**src/rtl/hog_block_sequencer_if.sv**
```systemverilog
// rtl/hog_block_sequencer_if.sv - cell input and block output handshake bundle
interface hog_block_sequencer_if #(
  parameter int OUTPUT_BIN_WIDTH = 14,
  parameter int HISTOGRAM_WIDTH  = OUTPUT_BIN_WIDTH * 9,
  parameter int IMAGE_WIDTH      = 32,
  parameter int IMAGE_HEIGHT     = 32,
  parameter int CELL_SIZE        = 8
);
  localparam int COL_W = $clog2(IMAGE_WIDTH / CELL_SIZE);
  localparam int ROW_W = $clog2(IMAGE_HEIGHT / CELL_SIZE);

  logic                         in_valid;
  logic                         in_ready;
  logic [HISTOGRAM_WIDTH-1:0]   cell_histogram;
  logic                         out_valid;
  logic                         out_ready;
  logic [4*HISTOGRAM_WIDTH-1:0] block_histogram;
  logic [COL_W-1:0]             block_col;
  logic [ROW_W-1:0]             block_row;
  logic                         out_last;

  // cell source / block sink side
  modport master (
    output in_valid, cell_histogram, out_ready,
    input  in_ready, out_valid, block_histogram, block_col, block_row, out_last
  );

  // sequencer side
  modport slave (
    input  in_valid, cell_histogram, out_ready,
    output in_ready, out_valid, block_histogram, block_col, block_row, out_last
  );
endinterface

```
**src/rtl/hog_block_sequencer.sv**
```systemverilog
// rtl/hog_block_sequencer.sv - raster cell histograms to overlapping 2x2 HOG blocks
module hog_block_sequencer #(
  parameter int OUTPUT_BIN_WIDTH = 14,
  parameter int HISTOGRAM_WIDTH  = 126,
  parameter int IMAGE_WIDTH      = 32,
  parameter int IMAGE_HEIGHT     = 32,
  parameter int CELL_SIZE        = 8
) (
  input logic                  clk,
  input logic                  rst,
  hog_block_sequencer_if.slave bus
);
  localparam int CPR   = IMAGE_WIDTH / CELL_SIZE;
  localparam int CROWS = IMAGE_HEIGHT / CELL_SIZE;
  localparam int COL_W = $clog2(CPR);
  localparam int ROW_W = $clog2(CROWS);
  localparam logic [COL_W-1:0] LAST_COL = COL_W'(CPR - 1);
  localparam logic [ROW_W-1:0] LAST_ROW = ROW_W'(CROWS - 1);

  localparam logic [1:0] S_FIRST_ROW = 2'd0;
  localparam logic [1:0] S_ROW_START = 2'd1;
  localparam logic [1:0] S_EMIT      = 2'd2;

  // a cell histogram is nine bins packed back to back
  if (HISTOGRAM_WIDTH != 9 * OUTPUT_BIN_WIDTH) begin : g_width_check
    $error("HISTOGRAM_WIDTH must equal 9*OUTPUT_BIN_WIDTH");
  end

  logic [COL_W-1:0]             col;
  logic [ROW_W-1:0]             row;
  logic [1:0]                   state;
  logic [HISTOGRAM_WIDTH-1:0]   lb [CPR];
  logic [HISTOGRAM_WIDTH-1:0]   tl;
  logic [HISTOGRAM_WIDTH-1:0]   bl;
  logic [4*HISTOGRAM_WIDTH-1:0] blk;
  logic [COL_W-1:0]             blk_col;
  logic [ROW_W-1:0]             blk_row;
  logic                         valid_q;
  logic                         last_q;
  logic                         ready;
  logic                         acc;
  logic                         emit;

  // single output stage: a new cell may enter whenever that stage can drain
  assign ready = ~valid_q | bus.out_ready;
  assign acc   = bus.in_valid & ready;
  assign emit  = acc & (state == S_EMIT);

  assign bus.in_ready        = ready;
  assign bus.out_valid       = valid_q;
  assign bus.out_last        = last_q;
  assign bus.block_histogram = blk;
  assign bus.block_col       = blk_col;
  assign bus.block_row       = blk_row;

  // raster position of the next cell and row-phase FSM, advanced only on accept
  always_ff @(posedge clk or posedge rst) begin
    if (rst) begin
      col   <= '0;
      row   <= '0;
      state <= S_FIRST_ROW;
    end else if (acc) begin
      if (col == LAST_COL) begin
        col <= '0;
        row <= (row == LAST_ROW) ? '0 : row + ROW_W'(1);
      end else begin
        col <= col + COL_W'(1);
      end
      case (state)
        S_FIRST_ROW: if (col == LAST_COL) state <= S_ROW_START;
        S_ROW_START: state <= S_EMIT;
        S_EMIT:      if (col == LAST_COL) state <= (row == LAST_ROW) ? S_FIRST_ROW : S_ROW_START;
        default:     state <= S_FIRST_ROW;
      endcase
    end
  end

  // line buffer plus left-column registers; the first row of a frame overwrites them
  always_ff @(posedge clk) begin
    if (acc) begin
      tl      <= lb[col];
      bl      <= bus.cell_histogram;
      lb[col] <= bus.cell_histogram;
    end
  end

  // output stage: a new block replaces the current one, else a handshake drains it
  always_ff @(posedge clk or posedge rst) begin
    if (rst) begin
      valid_q <= 1'b0;
      last_q  <= 1'b0;
      blk     <= '0;
      blk_col <= '0;
      blk_row <= '0;
    end else if (emit) begin
      valid_q <= 1'b1;
      blk     <= {bus.cell_histogram, bl, lb[col], tl};
      blk_col <= col - COL_W'(1);
      blk_row <= row - ROW_W'(1);
      last_q  <= (row == LAST_ROW) && (col == LAST_COL);
    end else if (valid_q && bus.out_ready) begin
      valid_q <= 1'b0;
    end
  end
endmodule

```
**src/flat_wrapper.sv**
```systemverilog
// flat-port wrapper written by rule: the top's interface ports become plain ports
module hog_block_sequencer_flat 
#(
  parameter int OUTPUT_BIN_WIDTH = 14,
  parameter int HISTOGRAM_WIDTH  = 126,
  parameter int IMAGE_WIDTH      = 32,
  parameter int IMAGE_HEIGHT     = 32,
  parameter int CELL_SIZE        = 8
)
  (clk, rst, bus_in_valid, bus_cell_histogram, bus_out_ready, bus_in_ready, bus_out_valid, bus_block_histogram, bus_block_col, bus_block_row, bus_out_last);
  hog_block_sequencer_if #(.OUTPUT_BIN_WIDTH(OUTPUT_BIN_WIDTH), .HISTOGRAM_WIDTH(HISTOGRAM_WIDTH), .IMAGE_WIDTH(IMAGE_WIDTH), .IMAGE_HEIGHT(IMAGE_HEIGHT), .CELL_SIZE(CELL_SIZE)) bus_i ();
  input logic clk;
  input logic rst;
  input wire logic [$bits(bus_i.in_valid)-1:0] bus_in_valid;
  input wire logic [$bits(bus_i.cell_histogram)-1:0] bus_cell_histogram;
  input wire logic [$bits(bus_i.out_ready)-1:0] bus_out_ready;
  output wire logic [$bits(bus_i.in_ready)-1:0] bus_in_ready;
  output wire logic [$bits(bus_i.out_valid)-1:0] bus_out_valid;
  output wire logic [$bits(bus_i.block_histogram)-1:0] bus_block_histogram;
  output wire logic [$bits(bus_i.block_col)-1:0] bus_block_col;
  output wire logic [$bits(bus_i.block_row)-1:0] bus_block_row;
  output wire logic [$bits(bus_i.out_last)-1:0] bus_out_last;
  assign bus_i.in_valid = bus_in_valid;
  assign bus_i.cell_histogram = bus_cell_histogram;
  assign bus_i.out_ready = bus_out_ready;
  assign bus_in_ready = bus_i.in_ready;
  assign bus_out_valid = bus_i.out_valid;
  assign bus_block_histogram = bus_i.block_histogram;
  assign bus_block_col = bus_i.block_col;
  assign bus_block_row = bus_i.block_row;
  assign bus_out_last = bus_i.out_last;
  hog_block_sequencer #(.OUTPUT_BIN_WIDTH(OUTPUT_BIN_WIDTH), .HISTOGRAM_WIDTH(HISTOGRAM_WIDTH), .IMAGE_WIDTH(IMAGE_WIDTH), .IMAGE_HEIGHT(IMAGE_HEIGHT), .CELL_SIZE(CELL_SIZE)) u_core (.clk(clk), .rst(rst), .bus(bus_i));
endmodule
```
**config.mk**
```make
export PLATFORM = sky130hd
export DESIGN_NAME = hog_block_sequencer_flat
export DESIGN_NICKNAME = d
export VERILOG_FILES = /design/src/rtl/hog_block_sequencer_if.sv /design/src/rtl/hog_block_sequencer.sv /design/src/flat_wrapper.sv
export SDC_FILE = /design/constraint.sdc
export NUM_CORES = 1
export LEC_CHECK = 0
export CELL_PAD_IN_SITES_DETAIL_PLACEMENT = 1
export CELL_PAD_IN_SITES_GLOBAL_PLACEMENT = 2
export CORE_MARGIN = 3
export CORE_UTILIZATION = 42
export CTS_BUF_LIST = sky130_fd_sc_hd__clkbuf_8 sky130_fd_sc_hd__clkbuf_16
export DETAILED_ROUTE_END_ITERATION = 8
export PLACE_DENSITY = 0.8
export SYNTH_ARGS = -nofsm -noshare
export SYNTH_HDL_FRONTEND = slang
export SYNTH_SLANG_ARGS = --single-unit
export TNS_END_PERCENT = 50
```
**constraint.sdc**
```tcl
create_clock -name clk -period 25.2 [get_ports clk]
set_input_delay 7.56 -clock clk [delete_from_list [all_inputs] [get_ports clk]]
set_output_delay 7.56 -clock clk [all_outputs]
set_load 0.005 [all_outputs]
```
Word-level counts from Yosys, hierarchy flattened --
Memory sizes are Yosys's and may differ from the RTL's. Cells that the tools add are included.
Cells by class: add/subtract/negate cells 4, eq/ne operators 6, multiplexer cells 10, bitwise operators 4, reduce and logical (&&, ||, !) cells 6
Operators by type and width (count):
- 2-bit two-way mux | 4
- 2-bit equality test, second input constant | 3
- 2-bit one-hot mux with 3 select lines | 1
- 1-bit two-way mux | 5
- 2-bit by 1-bit adder with 2-bit output, second input constant | 2
- 2-bit by 1-bit subtractor with 2-bit output, second input constant | 2
- 3-bit AND reduction | 1
- 1-bit bitwise AND | 2
- 2-bit by 1-bit equality test with 1-bit output, second input constant | 1
- 1-bit logical AND | 2
- 2-bit zero test | 1
- 2-bit by 1-bit inequality test with 1-bit output, second input constant | 1
- 2-bit inequality test, second input constant | 1
- 2-bit AND reduction | 1
- 2-bit nonzero test | 1
- 1-bit inverter | 1
- 1-bit OR | 1
Word-level totals: bits in registers 768, bits in writable memories 504, input bits 130, output and inout bits 511, word-level logic and storage cells 41, memories 1
Memories:
- u_core.lb | depth 4, width 126, read ports 1, clocked after Yosys merged registers in 0, write ports 1, line hog_block_sequencer.sv:32 | logic [HISTOGRAM_WIDTH-1:0] lb [CPR];

Depth between registers and ports, before layout --
depth in word-level cells 5, mapped depth 7

Worst setup path after synthesis --
No wires, ideal clock.
path kind input-to-reg, start input port bus_in_valid, end register u_core.state[1], library setup time 0.118 ns, data arrival time 16.747 ns, data required time 25.082 ns, slack 8.335 ns, stages on the path 3, cells stage by stage buf_2 and2_0 a22o_1
Between the ends: word-level cells in the longest chain between the ends 2
Ends and longest elaborated chain:
- from (decl) | line flat_wrapper.sv:14 | input wire logic [$bits(bus_i.in_valid)-1:0] bus_in_valid;
- 1-bit bitwise AND | line hog_block_sequencer.sv:46 | assign acc = bus.in_valid & ready;
- via u_core.acc | line hog_block_sequencer.sv:41 | logic acc;
- 3-bit AND reduction (no source line)
- to (signal assigned) | line hog_block_sequencer.sv:72 | S_EMIT: if (col == LAST_COL) state <= (row == LAST_ROW) ? S_FIRST_ROW : S_ROW_START;
- to (decl) | line hog_block_sequencer.sv:31 | logic [1:0] state;
The timed path passes the listed nets, and every way through them passes these cells. A chain may end at the register's enable or synchronous reset.

Worst setup path after layout --
start input port bus_out_ready, end output port bus_in_ready
Between the ends: word-level cells in the longest chain between the ends 1
Ends and longest elaborated chain:
- from (decl) | line flat_wrapper.sv:16 | input wire logic [$bits(bus_i.out_ready)-1:0] bus_out_ready;
- 1-bit OR | line hog_block_sequencer.sv:45 | assign ready = ~valid_q | bus.out_ready;
- to (decl) | line flat_wrapper.sv:17 | output wire logic [$bits(bus_i.in_ready)-1:0] bus_in_ready;
Every way passes these cells.

==> out/results.ini <==
[status]
status=finished clean

[worst_setup_path]
cp_max_fo=12
r2r_end=u_core.bus.block_histogram[160]$_DFFE_PP0P_
slowest_delay_ns=0.60
rr_startpoint=u_core.bus.out_valid$_DFFE_PP0P_
path_delay_family=buffers and inverters
worstSetupPathType=in -> out
crit_chain=clkdlybuf4s50_1 > nand2b_1 > clkdlybuf4s50_1
crit_buf_inv=2
r2r_setup_slack_ns=20.33
arrival_ns=8.98
cp-end-kind=output port
r2r_cells=6
path_common_cell=clkdlybuf4s50_1
cp-start-kind=primary input
critPathRequiredTime_ns=17.64
slowest_stage=clkdlybuf4s50_1

[finish]
drive_gt1_share_pct=30.2
n_fill_cell=9274
area_growth_syn_to_layout_pct=27.4
nets=2881
regArea_um2=35600
layout.cells.non_filler=4251
multi_input_area_um2=8800
design_area_um2=57200

[run]
cap_violations=0

[logic_synthesis]
synth_area_um2=44900
synthTopCellsByArea=edfxtp_1, dfrtp_1, mux2_2
ys_seq_area_share_pct=79.3
yosysTopAreaCellShare_pct=50.5
synth_top_family_by_area=multiplexers
avgSynthCellArea_um2=22.1
syn-num-nets=2164
synth_compound_area_share_pct=0.0585
synthCells=2029
synth-adder-area-share_pct=0.139
netlist.top_cell.by_area=edfxtp_1
synth-simple-area-share_pct=0.192
ys_seq_elements=1272
synthMuxAreaShare_pct=19.2
ys.warnings.count=0
synthXorXnorAreaFrac_pct=0
synth_cell_types=24

[sta]
setup_tns_ns=0
period_share_pct=65.6
hold_viol=0
rsz0062_at_grt=false
slew-limit-headroom_pct=26.3
maxSlewViolCount=0
fin_crit_ns=16.54
setup_ws_ns=8.66
tightestPinTransition_ns=1.11
finalClockSkew_ns=0.0280
max_freq_mhz=60.5
finalSetupViolCount=0

[min_path]
hold_end=u_core.bus.block_histogram[37]$_DFFE_PP0P_
hp-class=reg -> reg
holdPathStages=1
min_from=u_core.tl[37]$_DFFE_PP_

[die]
die_height_um=333
coreArea_um2=106000
io_pins=641
start_util_pct=42.5
fp-row-count=119
dieArea_um2=111000
chipWidth_um=333

[global_route]
grt_pass1_wl_um=163000
grt_max_degree=167
grt_overflow=0
grt_pass1_vias=24900
grt_use_total_pct=19.6
antenna_found_initial=3

[cts]
postCtsSetupBuffers=0
insertion_delay_ns=0.74
htree_num_levels=4
ctsResizeCount=0
clk_pin_slew_ns=0.06
cts_tree=yes
cts-root-buf=clkbuf_16
clock_sinks=1272
cts_made_buffers=134
cts_hold_buf=0
clock_path_buffers=3

[detailed_routing]
postRouteAntennaNets=0
drtIter0Drc=1190
vias=21900
drt_pass1_iterations=6
drcViolationCount=0
wl_per_cell_um=25.5
finalWirelength_um=108000
post_drt_via_cell_ratio=5.15

[placed_design]
dpl-instance-area_um2=52800
place.gp.congestion=0.772
port_buffers=640
dp_hpwl_um=67900
post-place-ws_ns=8.66
placed_cells=4001

[power_and_ir_drop]
p_per_area_nw_per_um2=131
vdd_ir_drop_max_mv=0.0633
leakage_nw=21.3
p_total_w=0.00748

routing by layer:
| layer | routed length, um | vias to the layer above | share of wire [%] | track usage, % |
|---|---|---|---|---|
| met5 | 0 | - | 0 | 0 |
| li1 | - | 9352 | - | - |
| met1 | 41300 | 11800 | 38 | 22.7 |
| met4 | 3100 | 0 | 2.9 | 6.64 |
| met3 | 6280 | 173 | 5.8 | 5.35 |
| met2 | 57500 | 570 | 53 | 35.0 |
flip-flops by register name, summed over array words and instances (netlist names):
signal and cells:
u_core.bus.block_histogram 504, u_core.lb 504, u_core.bl 126, u_core.tl 126, u_core.bus.block_col 2, u_core.bus.block_row 2
u_core.col 2, u_core.row 2, u_core.state 2, u_core.bus.out_last 1, u_core.bus.out_valid 1
power breakdown:
group / internal [W] / leakage (nW) / switching (W)
Combinational: 0.00133 / 5.78 / 0.000924
Sequential: 0.00297 / 13.2 / 0.000325
Clock: 0.00112 / 2.31 / 0.000816
per-stage QoR:
step	hold WS, ns	util (%)
after floorplan	0.455	-
final	0.466	54.1
after CTS	0.474	54.1
after global routing	0.479	54.1
after detailed placement	0.465	50.0
after global placement	0.456	50.0
cell usage in the layout, fill, tap and decap left out, types with 4 or more instances in the layout:
cell and count:
mux4_2 123, clkbuf_16 134, dfrtp_1 514, edfxtp_1 756
clkinv_8 4, mux2_2 507, inv_1 47, clkbuf_8 19
clkdlybuf4s50_1 640, ha_1 5, buf_4 25, clkinv_2 15
mux2i_1 5, inv_6 8, clkinv_1 10, bufinv_16 8
cell type report:
| cell class | count | area share [%] |
|---|---|---|
| Tap cell | 1391 | 3.04 |
| Clock buffer | 153 | 6.32 |
| Timing Repair Buffer | 667 | 11.6 |
| Inverter | 8 | 0.0743 |
| Multi-Input combinational cell | 663 | 15.4 |
| Antenna cell | 2 | 0.00874 |
| Sequential cell | 1272 | 62.2 |
| Clock inverter | 95 | 1.35 |
worst max path at each step:
stage	startpoint	end	cells after the start
after floorplan	rst	u_core.bus.block_col[0]$_DFFE_PP0P_	1
after global placement	bus_out_ready	bus_in_ready	3
after detailed placement	bus_out_ready	bus_in_ready	3
after CTS	bus_out_ready	bus_in_ready	3
after global routing	bus_out_ready	bus_in_ready	3
final	bus_out_ready	bus_in_ready	3
logic make-up after synthesis:
logic type / count (synthesis)
buffers and inverters: 94
adder cells (fa/ha/maj): 5
multiplexers: 638
AO/OA/AOI/OAI: 4
flip-flops: 1272
AND/OR/NAND/NOR: 16
cell usage after synthesis:
cell type and number:
buf_2 62, o211ai_1 1, ha_1 5, edfxtp_1 756
nor2_1 2, buf_6 14, and2_0 1, mux2_2 507
nand3_1 3, mux4_2 123, mux2i_1 5, inv_1 8
nand2_1 3, nor2b_1 1, dfrtp_1 516, nand4b_1 1
and3_1 3, o21ai_0 2, buf_1 2, nand2b_1 1
mux4_1 3, clkbuf_1 8, nand4_1 1, a22o_1 1
Note: power is estimated with default switching activity, not from simulation.
